--- config.mk ---
export PLATFORM = sky130hd
export DESIGN_NAME = branch_predictor
export DESIGN_NICKNAME = d
export VERILOG_FILES = /design/src/rtl/branch_predictor_pkg.sv /design/src/rtl/branch_predictor_bht_sat_counter.sv /design/src/rtl/branch_predictor.sv
export SDC_FILE = /design/constraint.sdc
export NUM_CORES = 2
export LEC_CHECK = 0
export BUFFER_PORTS_ARGS = -buffer_cell sky130_fd_sc_hd__buf_2
export CORE_UTILIZATION = 30
export DETAILED_ROUTE_END_ITERATION = 16
export RECOVER_POWER = 50
export SLEW_MARGIN = 30
export SYNTH_ARGS = -nofsm -noshare
export SYNTH_HDL_FRONTEND = slang
export SYNTH_SLANG_ARGS = --single-unit
--- constraint.sdc ---
create_clock -name clk_i -period 15.8 [get_ports clk_i]
set_input_delay 3.95 -clock clk_i [delete_from_list [all_inputs] [get_ports clk_i]]
set_output_delay 3.95 -clock clk_i [all_outputs]
set_load 0.05 [all_outputs]
--- src/rtl/branch_predictor_pkg.sv ---
// Shared types for the fetch-side branch predictor.
//   bht_cnt_e : 2-bit saturating direction counter states.
// Optional feature macro (used by branch_predictor): BP_PERF_CNT_EN.
package branch_predictor_pkg;

    typedef enum logic [1:0] {
        STRONG_NT = 2'd0,
        WEAK_NT   = 2'd1,
        WEAK_T    = 2'd2,
        STRONG_T  = 2'd3
    } bht_cnt_e;

endpackage

--- src/rtl/branch_predictor_bht_sat_counter.sv ---
// Next-state logic for one 2-bit saturating direction counter.
// Ports:
//   cur   in  current counter state
//   taken in  resolved outcome (1 = taken)
//   nxt   out counter state after training with taken
module bht_sat_counter
    import branch_predictor_pkg::*;
(
    input  bht_cnt_e cur,
    input  logic     taken,
    output bht_cnt_e nxt
);

    always_comb begin
        nxt = cur;
        case (cur)
            STRONG_NT: nxt = taken ? WEAK_NT  : STRONG_NT;
            WEAK_NT:   nxt = taken ? WEAK_T   : STRONG_NT;
            WEAK_T:    nxt = taken ? STRONG_T : WEAK_NT;
            STRONG_T:  nxt = taken ? STRONG_T : WEAK_T;
            default:   nxt = cur;
        endcase
    end

endmodule

--- src/rtl/branch_predictor.sv ---
// Direct-mapped BHT (2-bit counters) plus tagged BTB. Looked up combinationally
// with the fetch PC; trained by the decode-stage resolved branch, which also
// raises mispredict and supplies the redirect PC.
// Ports:
//   clk_i, rst_i                     clock, async active-high reset
//   if_pc_i                          fetch PC to look up
//   pred_taken_o, pred_next_pc_o     prediction for if_pc_i
//   upd_valid_i, upd_pc_i            resolved branch valid / its PC
//   upd_taken_i, upd_target_i        actual outcome / target
//   upd_pred_taken_i/_target_i       prediction that travelled with the branch
//   mispredict_o, redirect_pc_o      flush request and correct next PC
//   br_cnt_o, mispred_cnt_o          event counters (only with BP_PERF_CNT_EN)
// Macro BP_PERF_CNT_EN adds the two 32-bit performance counters.
module branch_predictor
    import branch_predictor_pkg::*;
#(
    parameter int XLEN        = 32,
    parameter int BHT_ENTRIES = 64
) (
    input  logic            clk_i,
    input  logic            rst_i,
    input  logic [XLEN-1:0] if_pc_i,
    output logic            pred_taken_o,
    output logic [XLEN-1:0] pred_next_pc_o,
    input  logic            upd_valid_i,
    input  logic [XLEN-1:0] upd_pc_i,
    input  logic            upd_taken_i,
    input  logic [XLEN-1:0] upd_target_i,
    input  logic            upd_pred_taken_i,
    input  logic [XLEN-1:0] upd_pred_target_i,
    output logic            mispredict_o,
    output logic [XLEN-1:0] redirect_pc_o
`ifdef BP_PERF_CNT_EN
    ,
    output logic [31:0]     br_cnt_o,
    output logic [31:0]     mispred_cnt_o
`endif
);

    localparam int INDEX_W = $clog2(BHT_ENTRIES);
    localparam int TAG_W   = XLEN - INDEX_W - 2;

    logic [BHT_ENTRIES-1:0] validTbl;
    logic [1:0]             cntTbl    [BHT_ENTRIES];
    logic [TAG_W-1:0]       tagTbl    [BHT_ENTRIES];
    logic [XLEN-1:0]        targetTbl [BHT_ENTRIES];

    // Lookup: pure read of current table contents (no bypass from update).
    logic [INDEX_W-1:0] lkIdx;
    logic [TAG_W-1:0]   lkTag;
    logic               lkHit;

    assign lkIdx          = if_pc_i[INDEX_W+1:2];
    assign lkTag          = if_pc_i[XLEN-1:INDEX_W+2];
    assign lkHit          = validTbl[lkIdx] && (tagTbl[lkIdx] == lkTag);
    assign pred_taken_o   = lkHit && cntTbl[lkIdx][1];
    assign pred_next_pc_o = pred_taken_o ? targetTbl[lkIdx] : if_pc_i + XLEN'(4);

    // Update path
    logic [INDEX_W-1:0] updIdx;
    logic [TAG_W-1:0]   updTag;
    logic               updHit;
    bht_cnt_e           cntNext;

    assign updIdx = upd_pc_i[INDEX_W+1:2];
    assign updTag = upd_pc_i[XLEN-1:INDEX_W+2];
    assign updHit = validTbl[updIdx] && (tagTbl[updIdx] == updTag);

    bht_sat_counter uSatCnt (
        .cur   (bht_cnt_e'(cntTbl[updIdx])),
        .taken (upd_taken_i),
        .nxt   (cntNext)
    );

    always_ff @(posedge clk_i or posedge rst_i) begin
        if (rst_i) begin
            validTbl <= '0;
            for (int i = 0; i < BHT_ENTRIES; i++) cntTbl[i] <= WEAK_NT;
        end else if (upd_valid_i) begin
            if (upd_taken_i) begin
                validTbl[updIdx] <= 1'b1;
                // A fresh allocation (or replacement of another branch) starts weakly taken.
                cntTbl[updIdx]   <= updHit ? cntNext : WEAK_T;
            end else if (updHit) begin
                cntTbl[updIdx]   <= cntNext;
            end
        end
    end

    // Tag/target need no reset: they are only observed behind validTbl.
    always_ff @(posedge clk_i) begin
        if (upd_valid_i && upd_taken_i) begin
            tagTbl[updIdx]    <= updTag;
            targetTbl[updIdx] <= upd_target_i;
        end
    end

    assign mispredict_o  = upd_valid_i &&
                           ((upd_taken_i != upd_pred_taken_i) ||
                            (upd_taken_i && (upd_pred_target_i != upd_target_i)));
    assign redirect_pc_o = upd_taken_i ? upd_target_i : upd_pc_i + XLEN'(4);

`ifdef BP_PERF_CNT_EN
    always_ff @(posedge clk_i or posedge rst_i) begin
        if (rst_i) begin
            br_cnt_o      <= '0;
            mispred_cnt_o <= '0;
        end else begin
            if (upd_valid_i)  br_cnt_o      <= br_cnt_o + 32'd1;
            if (mispredict_o) mispred_cnt_o <= mispred_cnt_o + 32'd1;
        end
    end
`endif

endmodule
-- Word level (Yosys, flattened, before mapping)
Memories as Yosys holds them, arrays and structs flattened.
Index checks and enable logic that the tools add are counted.
- reduce and logical (&&, ||, !) cells: 13
- $add $sub $neg: 2
- equal/unequal tests: 7
- multiplexer cells: 28
- bitwise logic cells: 3
- $lt $le $gt $ge: 6
- operators by type and width (operator ; count):
    $bwmux W128 ; 2
    $mux W128 ; 2
    $add A32 B3 Y32 const B ; 2
    $mux W32 ; 2
    $or A64 B64 Y64 ; 1
    $eq A24 B24 Y1 ; 2
    $ne A32 B32 Y1 ; 1
    $bmux W2 S6 ; 2
    $mux W2 ; 8
    $ge A7 B7 Y1 const B ; 2
    $lt A6 B7 Y1 const B ; 2
    $not A6 Y7 ; 2
    $bmux W1 S6 ; 2
    $demux W2 S6 ; 1
    $logic_and A1 B1 Y1 ; 8
    $pmux W2 S4 ; 1
    $lt A7 B1 Y1 const B ; 1
    $mux W1 ; 7
    $demux W1 S6 ; 1
    $ge A6 B1 Y1 const B ; 1
    $eq A2 B2 Y1 const B ; 2
    $reduce_and A2 Y1 ; 2
    $eq A2 B1 Y1 const B ; 1
    $logic_not A2 Y1 ; 1
    other kinds (3) ; 3
- bits in writable memories: 3584
- output and inout port bits: 66
- memories kept: 2
- bits of input ports: 133
- bits in registers: 192
- memory list (memory ; depth ; width ; read ports ; clocked after memory_dff ; wr ports ; line ; source):
    targetTbl ; 64 ; 32 ; 1 ; 0 ; 1 ; branch_predictor.sv:46 ; logic [XLEN-1:0] targetTbl [BHT_ENTRIES];
    tagTbl ; 64 ; 24 ; 2 ; 0 ; 1 ; branch_predictor.sv:45 ; logic [TAG_W-1:0] tagTbl [BHT_ENTRIES];

-- Depth between registers and ports, before layout
- word-level depth: 9
- mapped depth: 18

-- By module
A second synthesis with hierarchy kept.
- cell total of the unflattened synthesis: 8007
- area total of the unflattened synthesis: 161178.3 sq um
- modules (own cells, without submodules) (module ; cells each ; area each (sq um) ; times used):
    branch_predictor ; 8004 ; 161152.1 ; 1
    bht_sat_counter ; 3 ; 26.3 ; 1

-- Least setup slack after synthesis
Ideal clock, no wire load.
- kind: input to output
- start: input if_pc_i[4]
- end: output pred_next_pc_o[7]
- path slack: 3.933 ns
- stages: 12
- arrival: 7.917 ns
- data required time: 11.850 ns
- path through: buf_1 > buf_1 > clkbuf_1 > mux4_2 > a211oi_1 > a31oi_1 > a221oi_2 > xnor2_1 > or3_1 > or4_1 > nor4_2 > mux2i_1
- cells in the longest elaborated chain, start to end: 6
- elaborated cells on any way between the ends: 13
- those cells by class: add/sub (1); eq/ne (1); mux (6); bitwise (1); reduce/logical (2); memory (2)
- ends and longest elaborated chain (item ; line ; source):
    from (decl) ; branch_predictor.sv:22 ; input logic [XLEN-1:0] if_pc_i,
    branches (longest 5 deep; another with $mem_v2 Z64 W24) ; - ;
    $mux W32 * ; branch_predictor.sv:57 ; assign pred_next_pc_o = pred_taken_o ? targetTbl[lkIdx] : if_pc_i + XLEN'(4);
    to (decl) ; branch_predictor.sv:24 ; output logic [XLEN-1:0] pred_next_pc_o,
Mark *: on every way between the ends. The select of a mux whose other input is x is not followed.

-- Worst setup path in the final report
- start: input upd_pc_i[13]
- end: output redirect_pc_o[26]
- cells in the longest elaborated chain, start to end: 2
- ends and longest elaborated chain (item ; line ; source):
    from (decl) ; branch_predictor.sv:26 ; input logic [XLEN-1:0] upd_pc_i,
    $add A32 B3 Y32 ; branch_predictor.sv:101 ; assign redirect_pc_o = upd_taken_i ? upd_target_i : upd_pc_i + XLEN'(4);
    $mux W32 ; branch_predictor.sv:101 ;
    to (decl) ; branch_predictor.sv:32 ; output logic [XLEN-1:0] redirect_pc_o
No other way between the ends.

==> results.sh <==
export IMPL_drt_first_pass_iters=9
export IMPL_min_period_over_period_pct=92.4
export IMPL_setup_viol=0
export IMPL_synth_cells=8273
export IMPL_ys_top_cells_by_area="edfxtp_1 (66%), mux4_2 (16%), mux2i_1 (2.3%), dfrtp_1 (2.0%), dfstp_2 (1.0%)"
export IMPL_fin_nets=8759
export IMPL_grt_pass1_wl_mm=840
export IMPL_slowest_stage="clkbuf_1"
export IMPL_peakVddDrop_mv=0.0963
export IMPL_slowest_delay_ps=2590
export IMPL_placedInstanceArea_sq_um=174000
export IMPL_port_buffers=198
export IMPL_root_buffer="clkbuf_16"
export IMPL_r2r_start="tagTbl[57][0]$_DFFE_PP_"
export IMPL_die_area_sq_um=545000
export IMPL_finalWorstSetupSlack_ps=1200
export IMPL_grt_pass1_vias=95700
export IMPL_p_total_mw=21.9
export IMPL_fin_setup_tns_ps=0
export IMPL_coreArea_sq_um=541000
export IMPL_place_ws_ps=1950
export IMPL_crit_buf_inv=3
export IMPL_synth_edf_count=3584
export IMPL_die_h_microns=738
export IMPL_cts_max_level=5
export IMPL_post_route_util_pct=34.4
export IMPL_antenna_left=0
export IMPL_critical_path_max_fanout=68
export IMPL_powerDensity_nw_per_um2=117
export IMPL_grtUsageTotal_pct=22.3
export IMPL_drv_slew=4099
export IMPL_drive_above_1_share_pct=29.5
export IMPL_avgSynthCellArea_sq_um=19.7
export IMPL_leakage_nw=58.5
export IMPL_violations="max-capacitance violations, max-slew violations"
export IMPL_synth_async_reset_ratio_pct=5.08
export IMPL_finalCriticalPeriod_ps=14600
export IMPL_clock_latency_ps=1000
export IMPL_hp_start="validTbl[40]$_DFFE_PP0P_"
export IMPL_viasPerCell=6.12
export IMPL_rows=270
export IMPL_fmaxAchievable_ghz=0.0685
export IMPL_start_util_pct=30.1
export IMPL_final_common_cell="edfxtp_1"
export IMPL_cts_made_buffers=382
export IMPL_synth_seq_cells=3776
export IMPL_dp_final_hpwl_mm=361
export IMPL_startpoint_type="input pin"
export IMPL_dr_first_iter_drc_count=17400
export IMPL_hold_violations=0
export IMPL_drv_cap=67
export IMPL_final_cell_mix="edfxtp_1 (3584), mux4_2 (1186), clkbuf_16 (390), mux2i_1 (379), buf_4 (278)"
export IMPL_cts_sinks=3776
export IMPL_drc=0
export IMPL_globalRouteOverflowTotal=0
export IMPL_grt_max_degree=125
export IMPL_synth_warnings=0
export IMPL_crit_family="buffers and inverters"
export IMPL_postCtsSetupRepairBufs=0
export IMPL_yosysTopAreaCell="edfxtp_1"
export IMPL_die_w_microns=738
export IMPL_worstPathRequired_ps=11850
export IMPL_path_class="input pin to output port"
export IMPL_status="finished with violations"
export IMPL_synth_seq_area_share_pct=69.1
export IMPL_cp_end_kind="output port"
export IMPL_slew_headroom_pct=-233
export IMPL_place_congestion=0.930
export IMPL_synthFlopType="edfxtp_1"
export IMPL_max_clock_path_buffers=4
export IMPL_io_pins=199
export IMPL_hold_buffers=0
export IMPL_synth_cell_area_sq_um=163000
export IMPL_syn2layout_area_growth_pct=14.3
export IMPL_ys_types=91
export IMPL_hold_path_class="flip-flop to flip-flop"
export IMPL_path_cells="buf_2 > clkbuf_1 > and3_1 > and3_1 > nand3_1 > nor3_1 > nand4_1 > nor2_1 > xnor2_2 > o21ai_0 > buf_2"
export IMPL_critPathLaunch="upd_pc_i[13]"
export IMPL_cts_resized=0
export IMPL_rsz0062_at_grt="false"
export IMPL_synth_top_cell_area_share_pct=66.1
export IMPL_fin_skew_ps=81.4
export IMPL_routedWlPerCell_microns=38.9
export IMPL_clk_pin_slew_ps=60
export IMPL_arrival_ps=10650
export IMPL_tightest_slew_ps=4990
export IMPL_design_area_sq_um=186000
export IMPL_syn_num_nets=8408
export IMPL_vias=99200
export IMPL_drt_wl_total_mm=631
export IMPL_antenna_found_initial=69
export IMPL_cts_tree="done"
## synthesized netlist by cell type, types with 105 or more instances
cell,n
dfrtp_1,128
o22ai_1,143
mux4_2,1186
a21oi_1,131
clkbuf_1,239
mux2i_1,380
a22oi_1,213
mux2_2,106
buf_2,176
nand2_1,270
edfxtp_1,3584
nor2_1,144
a221oi_1,105
## state kept, by name (all words and copies together), names as in the netlist
register / cells
targetTbl: 2048
validTbl: 64
cntTbl: 128
tagTbl: 1536
## per-layer routing
layer	GRT usage [%]	wire length, microns	vias to the layer above
met5	0.384	1230	-
met4	12.9	45600	54
met3	7.78	87100	1935
met2	32.7	270000	8515
met1	28.5	227000	52700
li1	-	-	36000
## worst paths after layout
| path | end | slack [ps] | cells past startpoint |
|---|---|---|---|
| max | redirect_pc_o[26] | 1200 | 11 |
| min | validTbl[40]$_DFFE_PP0P_ | 490 | 2 |
| max reg2reg | cntTbl[35]$_DFFE_PP0P_ | 10090 | 11 |
| min reg2reg | validTbl[40]$_DFFE_PP0P_ | 490 | 2 |
| max in group asynchronous | cntTbl[11]$_DFFE_PP0P_ | 4130 | 4 |
| min in group asynchronous | cntTbl[121]$_DFFE_PP0P_ | 3540 | 2 |
## power breakdown
group	total [mW]	internal [mW]	switching (mW)
clock	9.10	5.14	3.96
sequential	11.1	11.0	0.0457
combinational	1.66	0.571	1.09
## kinds of logic (layout without fill, tap and decap cells)
family	Yosys count	in the layout	synth area share, %
AND/OR/NAND/NOR	884	884	2.90
AO/OA/AOI/OAI	1048	1048	4.79
adder cells (fa/ha/maj)	2	2	0.0154
flip-flops	3776	3776	69.1
other	0	65	0
buffers and inverters	641	1307	2.06
multiplexers	1801	1801	20.4
XOR/XNOR	121	121	0.651
## tightest hold or removal path, cell delays in order, from the launching register on
cell and delay, ps:
dfrtp_1 340, inv_1 50, o21ai_0 60
## metrics by stage
stage	hold WS, ps	cells
floorplan	452	8273
global placement	467	15400
detailed placement	479	15400
CTS	494	16100
global route	507	16200
finish	491	16200
## area by class of cell
type                            instances  area [sq um]
Clock buffer                          466         10100
Fill cell                           50300        354000
Clock inverter                        233          2220
Antenna cell                           65           163
Inverter                               26           118
Timing Repair Buffer                  582          4220
Tap cell                             7208          9020
Sequential cell                      3776        113000
Multi-Input combinational cell       3856         47700
Note: power is estimated with default switching activity, not from simulation.
